$ cat src/rtl/painterengine_gpu_pkg.sv
// Shared definitions for the painterengine GPU pixel blocks.
// Optional feature macro: PAINTERENGINE_GPU_UNPREMUL_ROUND_EN
//   defined   -> unpremultiply dividend carries a +pa/2 bias (round to nearest)
//   undefined -> plain p*255 dividend (truncating quotient)
package painterengine_gpu_pkg;

  localparam int PE_CH_W      = 8;
  localparam int PE_DIV_STEPS = 8;
  localparam logic [7:0] PE_CH_MAX = 8'd255;

  typedef enum logic [1:0] {
    ST_IDLE = 2'd0,
    ST_DIV  = 2'd1,
    ST_DONE = 2'd2
  } pe_state_t;

  // Dividend for one channel: p*255, optionally biased by pa/2 for rounding.
  // Max value 255*255 + 127 = 65152, so 16 bits never overflow.
  function automatic logic [15:0] pe_dividend(input logic [7:0] p, input logic [7:0] pa);
    logic [15:0] d;
    d = {p, 8'd0} - {8'd0, p};
`ifdef PAINTERENGINE_GPU_UNPREMUL_ROUND_EN
    d = d + {9'd0, pa[7:1]};
`else
    d = d + 16'd0 * {8'd0, pa};
`endif
    return d;
  endfunction

endpackage

$ cat src/rtl/painterengine_gpu_divstep.sv
// One combinational restoring-division step: shift in the next dividend bit,
// subtract the divisor when it fits and emit the matching quotient bit.
module painterengine_gpu_divstep (
  input  logic [8:0] rem,
  input  logic [7:0] pa,
  input  logic       din,
  output logic [8:0] rem_next,
  output logic       qbit
);

  // Keep the full 9-bit remainder in the shift so an out-of-range remainder
  // (only possible on clamped channels, whose result is discarded) cannot wrap.
  logic [9:0] shifted;
  logic [9:0] diff;

  assign shifted  = {rem, din};
  assign diff     = shifted - {2'b00, pa};
  assign qbit     = (shifted >= {2'b00, pa});
  assign rem_next = qbit ? diff[8:0] : shifted[8:0];

endmodule

$ cat src/rtl/painterengine_gpu_unpremultiply.sv
// Premultiplied ARGB8888 -> straight alpha. Three channels share one 8-step
// restoring divider schedule; fixed 8-cycle latency, valid/ready on both sides.
// Optional feature macro: PAINTERENGINE_GPU_UNPREMUL_ROUND_EN (rounded quotient,
// applied through the package dividend helper).
module painterengine_gpu_unpremultiply (
  input  logic       i_wire_clock,
  input  logic       i_wire_resetn,
  input  logic       i_wire_valid,
  output logic       o_wire_ready,
  input  logic [7:0] pa,
  input  logic [7:0] pr,
  input  logic [7:0] pg,
  input  logic [7:0] pb,
  output logic       o_wire_valid,
  input  logic       i_wire_ready,
  output logic [7:0] a,
  output logic [7:0] r,
  output logic [7:0] g,
  output logic [7:0] b
);

  import painterengine_gpu_pkg::*;

  localparam logic [2:0] CNT_LAST = 3'(PE_DIV_STEPS - 1);

  pe_state_t   state_reg, state_next;
  logic [2:0]  cnt_reg;
  logic [7:0]  pa_reg;
  logic [7:0]  a_reg;
  logic        accept;
  logic        last_step;
  logic [7:0]  p_in    [3];
  logic [7:0]  ch_out  [3];

  assign accept    = (state_reg == ST_IDLE) && i_wire_valid;
  assign last_step = (state_reg == ST_DIV) && (cnt_reg == 3'd0);

  assign p_in[0] = pr;
  assign p_in[1] = pg;
  assign p_in[2] = pb;

  // State register.
  always_ff @(posedge i_wire_clock or negedge i_wire_resetn) begin
    if (!i_wire_resetn) state_reg <= ST_IDLE;
    else                state_reg <= state_next;
  end

  // Next-state and handshake outputs.
  always_comb begin
    state_next   = state_reg;
    o_wire_ready = 1'b0;
    o_wire_valid = 1'b0;
    case (state_reg)
      ST_IDLE: begin
        o_wire_ready = 1'b1;
        if (i_wire_valid) state_next = ST_DIV;
      end
      ST_DIV: begin
        if (cnt_reg == 3'd0) state_next = ST_DONE;
      end
      ST_DONE: begin
        o_wire_valid = 1'b1;
        if (i_wire_ready) state_next = ST_IDLE;
      end
      default: state_next = ST_IDLE;
    endcase
  end

  // Step counter, latched alpha and the alpha output.
  always_ff @(posedge i_wire_clock or negedge i_wire_resetn) begin
    if (!i_wire_resetn) begin
      cnt_reg <= 3'd0;
      pa_reg  <= 8'd0;
      a_reg   <= 8'd0;
    end else if (accept) begin
      cnt_reg <= CNT_LAST;
      pa_reg  <= pa;
    end else if (state_reg == ST_DIV) begin
      cnt_reg <= cnt_reg - 3'd1;
      if (cnt_reg == 3'd0) a_reg <= pa_reg;
    end
  end

  generate
    for (genvar gi = 0; gi < 3; gi++) begin : g_ch
      logic [15:0] d_w;
      logic [7:0]  dlo_reg;
      logic [8:0]  rem_reg;
      logic [7:0]  q_reg;
      logic        clamp_reg;
      logic [7:0]  out_reg;
      logic [8:0]  rem_step;
      logic        qbit_step;
      logic [7:0]  q_final;

      assign d_w     = pe_dividend(p_in[gi], pa);
      assign q_final = {q_reg[6:0], qbit_step};

      painterengine_gpu_divstep u_step (
        .rem      (rem_reg),
        .pa       (pa_reg),
        .din      (dlo_reg[cnt_reg]),
        .rem_next (rem_step),
        .qbit     (qbit_step)
      );

      // Per-channel divider state; result resolved on the final step so it is
      // already stable when DONE is entered.
      always_ff @(posedge i_wire_clock or negedge i_wire_resetn) begin
        if (!i_wire_resetn) begin
          dlo_reg   <= 8'd0;
          rem_reg   <= 9'd0;
          q_reg     <= 8'd0;
          clamp_reg <= 1'b0;
          out_reg   <= 8'd0;
        end else if (accept) begin
          dlo_reg   <= d_w[7:0];
          rem_reg   <= {1'b0, d_w[15:8]};
          q_reg     <= 8'd0;
          clamp_reg <= (p_in[gi] >= pa);
        end else if (state_reg == ST_DIV) begin
          rem_reg <= rem_step;
          q_reg   <= q_final;
          if (last_step) begin
            if (pa_reg == 8'd0)  out_reg <= 8'd0;
            else if (clamp_reg)  out_reg <= PE_CH_MAX;
            else                 out_reg <= q_final;
          end
        end
      end

      assign ch_out[gi] = out_reg;
    end
  endgenerate

  assign a = a_reg;
  assign r = ch_out[0];
  assign g = ch_out[1];
  assign b = ch_out[2];

endmodule

$ cat config.mk
export PLATFORM = sky130hd
export DESIGN_NAME = painterengine_gpu_unpremultiply
export DESIGN_NICKNAME = d
export VERILOG_FILES = /design/src/rtl/painterengine_gpu_pkg.sv /design/src/rtl/painterengine_gpu_divstep.sv /design/src/rtl/painterengine_gpu_unpremultiply.sv
export SDC_FILE = /design/constraint.sdc
export NUM_CORES = 1
export LEC_CHECK = 0
export CAP_MARGIN = 20
export CORE_MARGIN = 5
export CORE_UTILIZATION = 53
export DETAILED_ROUTE_END_ITERATION = 10
export HOLD_SLACK_MARGIN = 0.02
export PLACE_DENSITY_LB_ADDON = 0.08
export RECOVER_POWER = 50
export SLEW_MARGIN = 25
export SYNTH_ARGS = -nofsm -noshare
export SYNTH_HDL_FRONTEND = slang
export SYNTH_HIERARCHICAL = 1
export SYNTH_SLANG_ARGS = --single-unit
$ cat constraint.sdc
create_clock -name i_wire_clock -period 3.44 [get_ports i_wire_clock]
set_clock_uncertainty 0.2 [all_clocks]
set_input_delay 0.516 -clock i_wire_clock [delete_from_list [all_inputs] [get_ports i_wire_clock]]
set_output_delay 0.516 -clock i_wire_clock [all_outputs]
set_load 0.1 [all_outputs]
==> impl_summary.txt, run 1 <==
----------------------------------------------------
[Finish]
  Fillers ... 1139
  Multi-input gate area ... between 4000 and 5000 um2
  Post-Route Utilization ... 66.4%
  Register cell area after layout ... 3000 um2
  Net count of the finished layout ... 994
  Flip-flop count of the largest register after layout ... 27
  Area growth syn-to-layout ... 22.8%
  Layout Cell Area excl Fill ... ~9200 um2
  Fraction of layout cells with a size suffix above 1 ... between 10% and 20%
  Count of inserted antenna diode cells ... 0

[Routing]
  Remaining antenna violation count after routing ... 0
  DRC violation count after routing ... 0
  Avg WL per Cell ... 18.6 um
  Mean number of vias per cell ... 5.96
  DRT iter0 DRCs ... 564
  Count of TritonRoute iterations in the first routing pass ... 6
  Total vias in the final route ... roughly 6500
  Detailed-route wire length ... 20300 um

[Die]
  Die Outline Area ... 16600 um2
  Starting utilization of the core area ... 54.1%
  Boundary Pins ... 70
  Height of the die ... 129 um
  FP Rows ... 43
  Core region area ... 13900 um2
  Die width ... roughly 130 um

[Synthesis]
  Number of flops mapped to enable cells by yosys ... 0
  Mux cell area share after synthesis ... 5.38%
  Per-instance average area after synthesis ... around 9 um2
  Xor and xnor area share after synthesis ... under 10%
  Basic-gate share of the synthesized area counting and, or, nand and nor cells ... 17.5%
  Fraction of registers with async set/reset ... between 90% and 100%
  Post-synthesis sequential area ratio ... between 40% and 50%
  Number of instances in the synthesized netlist ... 816
  Total nets after synthesis ... 909
  Largest family of logic cells by synthesized area ... compound AO/OA/AOI/OAI gates
  Syn Std Cell Area ... 7510 um2
  Primary flip-flop cell chosen by synthesis mapping ... dfrtp_1
  #FFs+latches synth ... 120
  Distinct cells, synth ... 55
  Synthesized-area fraction occupied by adder cells ... about a tenth
  Number of warnings issued by yosys ... 6
  Complex-gate fraction of the synthesized area ... 19.0%

[Clock tree]
  Clock tree root buffer cell ... clkbuf_16
  H-tree levels ... 4
  Total number of clock tree sinks ... 120
  Maximum number of buffers from clock root to sink ... 2
  Clock tree from TritonCTS ... yes
  Clock transition at path regs ... roughly 0.050 ns
  TritonCTS buffer count ... 17
  Clock insertion delay at the later pin of the skew report ... 0.42 ns

[Worst setup path]
  Data required time at the worst endpoint ... 3.53 ns
  Buffers & Inverters on Critical Path ... 3
  Largest delay contributor family on the critical path ... multiplexers
  Largest fanout on the critical path ... 4
  Most repeated library cell on the critical path ... mux2_4
  Slowest Stage Delay on Critical Path ... 0.49 ns
  CP arrival ... 3.59 ns
  List of cells traversed by the critical path ... buf_6 > mux4_2 > mux2_4 > inv_4 > ha_4 > inv_2 > fa_2 > nand3_4 > a21oi_4 > nor4b_4 > mux2_4 > a22o_1 > a31oi_1 > o41ai_1
  Worst setup EP type ... flop
  Startpoint Class ... flop
  Category of the most critical setup path ... flop to flop
  Slowest-stage cell, CP ... mux4_2

[Timing]
  Final setup violation count ... 6
  Share of the cycle needed by the critical path after routing ... 102%
  Final period demand of the worst path ... 3.50 ns
  Least-Margin Pin Slew ... 1.33 ns
  Setup repair after global routing missed its margin ... yes
  Final count of hold timing violations ... 0
  Max-slew violations ... 0
  Achievable clock frequency ... 0.286 GHz
  PnR worst setup slack ... -0.0600 ns
  Max transition margin ... a little under an eighth

[Global route]
  Total track usage ... 24.9%
  Number of antenna violations at the first check in global routing ... 0
  Wire length of the first global-routing pass ... 32700 um
  Grt total ovfl ... 0
  Maximum number of pins on one net before global-route repair ... slightly below 100
  Via count of the first global-routing pass ... 6387

[Placement]
  Routability congestion estimate ... 0.910
  Hpwl dp ... 14200 um
  Pre-CTS worst setup slack ... -0.129 ns
  Dpl cell area ... 8410 um2
  Total of buffers placed on input and output ports ... 69

[Min path]
  Worst min path class ... flop to flop

[Flow run]
  Maximum capacitance violations ... 0

[Outcome]
  Violated checks ... negative setup slack
  Status ... finished, violations left

----------------------------------------------------
-- stage by stage --
step / hold slack [ns] / cells / setup TNS (ns)
floorplan: 0.0204 / 816 / 0
global placement: 0.237 / 1053 / -0.0254
detailed placement: 0.242 / 1053 / -0.856
CTS: 0.281 / 1086 / -0.122
global route: 0.305 / 1092 / -8.62
finish: 0.275 / 1092 / -0.158
-- cells by family after synthesis --
family / after synthesis
and+or+nand+nor: 261
AOI/OAI and AO/OA: 227
DFF: 120
buffers and inverters: 91
adders and majority gates: 57
muxes: 31
xor gates and xnor gates: 29
-- synthesized netlist by cell type (7+ instances only) --
library cell | count | area (um2)
nor2_1 | 50 | 188
xor2_1 | 16 | 140
nand2_1 | 113 | 424
o21ai_0 | 80 | 400
dfrtp_1 | 120 | 3000
mux2i_1 | 10 | 100
clkbuf_1 | 23 | 86.3
mux2_2 | 15 | 169
xnor2_1 | 13 | 114
a21oi_1 | 52 | 260
a22o_1 | 27 | 236
nor2b_1 | 15 | 93.8
a31oi_1 | 9 | 56.3
inv_1 | 54 | 203
nand4_1 | 12 | 75.1
nor3b_1 | 7 | 52.6
ha_1 | 54 | 676
nor3_1 | 11 | 55.1
nand2b_1 | 13 | 81.3
buf_2 | 8 | 40.0
-- tightest hold or removal path: stages, from the launching register on --
cell,delay [ns]
dfrtp_1,0.33
nand2_1,0.05
o21ai_0,0.06
-- worst paths after layout --
kind | from | to | slack [ns] | cells past startpoint
setup reg to reg | cnt_reg[0]$_DFFE_PN0P_ | g_ch[2].rem_reg[1]$_DFFE_PN0P_ | -0.06 | 14
setup / recovery | cnt_reg[0]$_DFFE_PN0P_ | g_ch[2].rem_reg[1]$_DFFE_PN0P_ | -0.06 | 14
hold / removal | r[5]$_DFFE_PN0P_ | r[5]$_DFFE_PN0P_ | 0.28 | 2
max in group asynchronous | i_wire_resetn | g_ch[0].rem_reg[6]$_DFFE_PN0P_ | 0.43 | 3
min in group asynchronous | i_wire_resetn | b[3]$_DFFE_PN0P_ | 0.72 | 2
hold reg to reg | r[5]$_DFFE_PN0P_ | r[5]$_DFFE_PN0P_ | 0.28 | 2
-- cell type report --
| class | count | share of cell area (%) |
|---|---|---|
| tap | 180 | 2.44 |
| inverter | 54 | 2.23 |
| sequential | 120 | 32.6 |
| multi-input combinational | 605 | 46.4 |
| clock buffer | 22 | 5.36 |
| timing repair buffer | 103 | 9.65 |
| clock inverter | 8 | 1.29 |
-- placed cells by master, fill, tap and decap left out, types with 16 or more instances in the layout --
| master | instances |
|---|---|
| buf_4 | 60 |
| nor2_1 | 50 |
| nand2_1 | 113 |
| clkdlybuf4s50_1 | 36 |
| xor2_1 | 16 |
| dfrtp_1 | 120 |
| ha_1 | 52 |
| a22o_1 | 27 |
| a21oi_1 | 49 |
| inv_1 | 50 |
| o21ai_0 | 73 |
| clkbuf_16 | 17 |
-- timing repair --
item	4_1_cts	5_1_grt
hold buffers	1	0
buffers inserted	1	6
pin swaps	3	5
gates resized for setup	18	25
gates cloned	1	0
setup endpoints to repair	19	26
hold endpoints to repair	24	0
-- per-layer routing --
metal	up-vias	part of all wire [%]	global-route usage, %
met4	0	3.0	10.2
met5	-	0	0
li1	3068	-	-
met2	230	46	39.2
met1	3160	45	33.9
met3	48	6.2	4.99
Power of run 1 is left out: the tool's default activity adds up to more than one toggle a clock period on the data nets, which glitch-free logic cannot reach.
==> run 2: changes to the inputs <==
Settings changed: ABC_AREA from default to 1, CORE_UTILIZATION 53 to 54.
==> run 2 against run 1 <==
Against the previous run:
- via count grew 19%
- highest routed layer unchanged
- the run now ends clean
- cell count grew 34%
- flip-flop and latch count is the same
- non-clock buffer count shrank 23
==> impl_summary.txt, run 2 <==
----------------------------------------------------
[Outcome]
  Status ... completed (was finished, violations left)

[Timing]
  Fin Setup TNS ... 0 ns (was -0.158 ns)
  Setup repair after global routing missed its margin ... no (was yes)
  Least-Margin Pin Slew ... 1.22 ns (was 1.33 ns)
  Final period demand of the worst path ... 3.15 ns (was 3.50 ns)
  Final count of hold timing violations ... 0 (unchanged)
  Share of the cycle needed by the critical path after routing ... 91.7% (was 102%)
  Achievable clock frequency ... 0.317 GHz (was 0.286 GHz)
  Max-slew violations ... 0 (unchanged)
  PnR worst setup slack ... 0.287 ns (was -0.0600 ns)
  Final setup violation count ... 0 (was 6)
  Max transition margin ... 18.4% (was 11.6%)

[Die]
  Height of the die ... 135 um (was 129 um)
  Boundary Pins ... 70 (unchanged)
  FP Rows ... 45 (was 43)
  Die Outline Area ... 18200 um2 (was 16600 um2)
  Starting utilization of the core area ... 55.3% (was 54.1%)
  Core region area ... 15300 um2 (was 13900 um2)
  Die width ... 135 um (was 129 um)

[Synthesis]
  #FFs+latches synth ... 120 (unchanged)
  Most numerous cell in the Yosys netlist ... nand2_1 (was dfrtp_1)
  Syn Std Cell Area ... 8440 um2 (was 7510 um2)
  Distinct cells, synth ... 43 (was 55)
  Number of instances in the synthesized netlist ... 1172 (was 816)
  Post-synth top area share ... 35.6% (was 40.0%)
  Number of warnings issued by yosys ... 6 (unchanged)
  Post-synthesis sequential area ratio ... 35.6% (was 40.0%)
  Primary flip-flop cell chosen by synthesis mapping ... dfrtp_1 (unchanged)
  Per-instance average area after synthesis ... 7.20 um2 (was 9.20 um2)
  Most frequent cells after synthesis ... nand2_1 (410), inv_1 (163), dfrtp_1 (120) (was dfrtp_1 (120), nand2_1 (113), o21ai_0 (80))
  Library cell occupying the most area in the post-synthesis netlist ... dfrtp_1 (unchanged)
  Fraction of registers with async set/reset ... 100% (unchanged)
  Area contributors post-synth ... dfrtp_1 (36%), nand2_1 (18%), ha_1 (8.0%) (was dfrtp_1 (40%), ha_1 (9.0%), nand2_1 (5.7%))
  Number of flops mapped to enable cells by yosys ... 0 (unchanged)
  Total nets after synthesis ... 1265 (was 909)

[Clock tree]
  Maximum number of buffers from clock root to sink ... 2 (unchanged)
  Post-CTS Setup Repair Bufs ... 0 (was 1)
  Clock tree from TritonCTS ... yes (unchanged)
  Clock insertion delay at the later pin of the skew report ... 0.42 ns (about the same)
  Clock transition at path regs ... 0.05 ns (about the same)
  TritonCTS buffer count ... 17 (unchanged)
  H-tree levels ... 4 (unchanged)
  Total number of clock tree sinks ... 120 (unchanged)
  Clock tree root buffer cell ... clkbuf_16 (unchanged)

[Worst setup path]
  Slowest Stage Delay on Critical Path ... 0.45 ns (was 0.49 ns)
  Slowest-stage cell, CP ... dfrtp_2 (was mux4_2)
  CP arrival ... 3.29 ns (was 3.59 ns)
  Most repeated library cell on the critical path ... nand3_1 (was mux2_4)
  Category of the most critical setup path ... flop to flop (unchanged)
  List of cells traversed by the critical path ... inv_1 > a21oi_1 > o21ai_1 > nand3_1 > o21a_1 > inv_1 > ha_1 > inv_1 > fa_1 > nand3_1 > nand3_1 > nand2_2 > nand2_4 > nor2_8 > nand3_1 > nand2_1 > o21ai_0 > a21boi_1 (was buf_6 > mux4_2 > mux2_4 > inv_4 > ha_4 > inv_2 > fa_2 > nand3_4 > a21oi_4 > nor4b_4 > mux2_4 > a22o_1 > a31oi_1 > o41ai_1)
  Startpoint Class ... flop (unchanged)
  Largest fanout on the critical path ... 9 (was 4)
  Largest delay contributor family on the critical path ... simple AND/OR/NAND/NOR gates (was multiplexers)
  Buffers & Inverters on Critical Path ... 3 (unchanged)
  Worst setup EP type ... flop (unchanged)
  Data required time at the worst endpoint ... 3.57 ns (was 3.53 ns)

[Global route]
  Grt total ovfl ... 0 (unchanged)
  Maximum number of pins on one net before global-route repair ... 53 (was 97)
  Wire length of the first global-routing pass ... 36300 um (was 32700 um)
  Number of antenna violations at the first check in global routing ... 0 (unchanged)
  Via count of the first global-routing pass ... 7110 (was 6387)
  Total track usage ... 25.2% (was 24.9%)

[Placement]
  Total of buffers placed on input and output ports ... 69 (unchanged)
  Dpl cell area ... 9190 um2 (was 8410 um2)
  Pre-CTS worst setup slack ... 0.306 ns (was -0.129 ns)
  Routability congestion estimate ... 0.925 (was 0.910)
  Hpwl dp ... 16400 um (was 14200 um)

[Routing]
  Avg WL per Cell ... 15.3 um (was 18.6 um)
  DRT iter0 DRCs ... 468 (was 564)
  Remaining antenna violation count after routing ... 0 (unchanged)
  DRC violation count after routing ... 0 (unchanged)
  Total vias in the final route ... 7756 (was 6506)
  Count of TritonRoute iterations in the first routing pass ... 6 (unchanged)
  Mean number of vias per cell ... 5.31 (was 5.96)
  Detailed-route wire length ... 22400 um (was 20300 um)

[Flow run]
  Maximum capacitance violations ... 0 (unchanged)

[Finish]
  Leading cell type in the layout, fill and taps excluded ... nand2_1 (was dfrtp_1)
  Fillers ... 1410 (was 1139)
  Fraction of layout cells with a size suffix above 1 ... 8.39% (was 17.4%)
  Post-Route Utilization ... 63.6% (was 66.4%)
  Layout Cell Area excl Fill ... 9710 um2 (was 9220 um2)
  Flip-flop count of the largest register after layout ... 27 (unchanged)
  Net count of the finished layout ... 1332 (was 994)
  Commonest non-fill, non-tap cells in the layout ... nand2_1 (411), inv_1 (163), dfrtp_1 (118), nand3_1 (84), nor2_1 (65) (was dfrtp_1 (120), nand2_1 (113), o21ai_0 (73), buf_4 (60), ha_1 (52))
  Area growth syn-to-layout ... 15.1% (was 22.8%)
  Count of inserted antenna diode cells ... 0 (unchanged)

[Min path]
  Worst min path class ... flop to flop (unchanged)

----------------------------------------------------
run 2: changes by cell type after synthesis, sizes merged, moves of 15 or more:
| cell | delta |
|---|---|
| a22o | -23 |
| nor2b | -15 |
| inv | +118 |
| nand2 | +312 |
| nor2 | +22 |
| o22ai | +18 |
| mux2 | -15 |
| nand3 | +81 |
| clkbuf | -16 |
| o21ai | -36 |
run 2: cell families after synthesis:
kind of cell | synth area share [%]
flops | 35.6
fa+ha+maj | 8.72
xor+xnor | 1.14
buf+inv | 10.4
simple gates | 32.2
compound gates | 11.9
run 2: tightest hold or removal path, delay by kind of cell (launching register included):
family	cells	cell delay [ns]
flip-flops	1	0.34
AND/OR/NAND/NOR	2	0.09
run 2: through the flow:
step,hold slack [ns],std cells
after detailed placement,0.260,1430
after floorplan,0.0204,1172
final,0.266,1462
after CTS,0.274,1462
after global placement,0.256,1430
after global routing,0.288,1462
run 2: worst paths after layout:
path,start,to,slack [ns],depth (start not counted)
max,cnt_reg[1]$_DFFE_PN0P_,g_ch[1].rem_reg[6]$_DFFE_PN0P_,0.29,18
min,a[5]$_DFFE_PN0P_,a[5]$_DFFE_PN0P_,0.27,2
max reg2reg,cnt_reg[1]$_DFFE_PN0P_,g_ch[1].rem_reg[6]$_DFFE_PN0P_,0.29,18
min reg2reg,a[5]$_DFFE_PN0P_,a[5]$_DFFE_PN0P_,0.27,2
max in group asynchronous,i_wire_resetn,cnt_reg[1]$_DFFE_PN0P_,1.07,3
min in group asynchronous,i_wire_resetn,pa_reg[3]$_DFFE_PN0P_,0.66,2
run 2: final cells by class:
class | count | area, um2 | area share, %
multi-input cells | 847 | 4550 | 46.8
clock buffers | 21 | 470 | 4.84
clock inverters | 10 | 97.6 | 1.01
well taps | 211 | 264 | 2.72
inverters | 173 | 652 | 6.71
repair buffers | 80 | 674 | 6.94
flip-flops and latches | 120 | 3010 | 30.9
run 2: routing by layer:
metal / vias up / track usage (%) / part of all wire, % / wire, um
met1: 3579 / 35.4 / 46 / 10200
met2: 239 / 38.4 / 45 / 9990
met4: 0 / 11.0 / 3.8 / 847
met5: - / 0 / 0 / 0
met3: 48 / 4.51 / 5.9 / 1320
li1: 3890 / - / - / -
run 2: timing repair:
action,4_1_cts,5_1_grt
endpoints found under the setup margin,0,13
resized for setup,0,4
hold buffers,1,0
hold endpoints to repair,42,0
Power of run 2 is left out for the same reason.
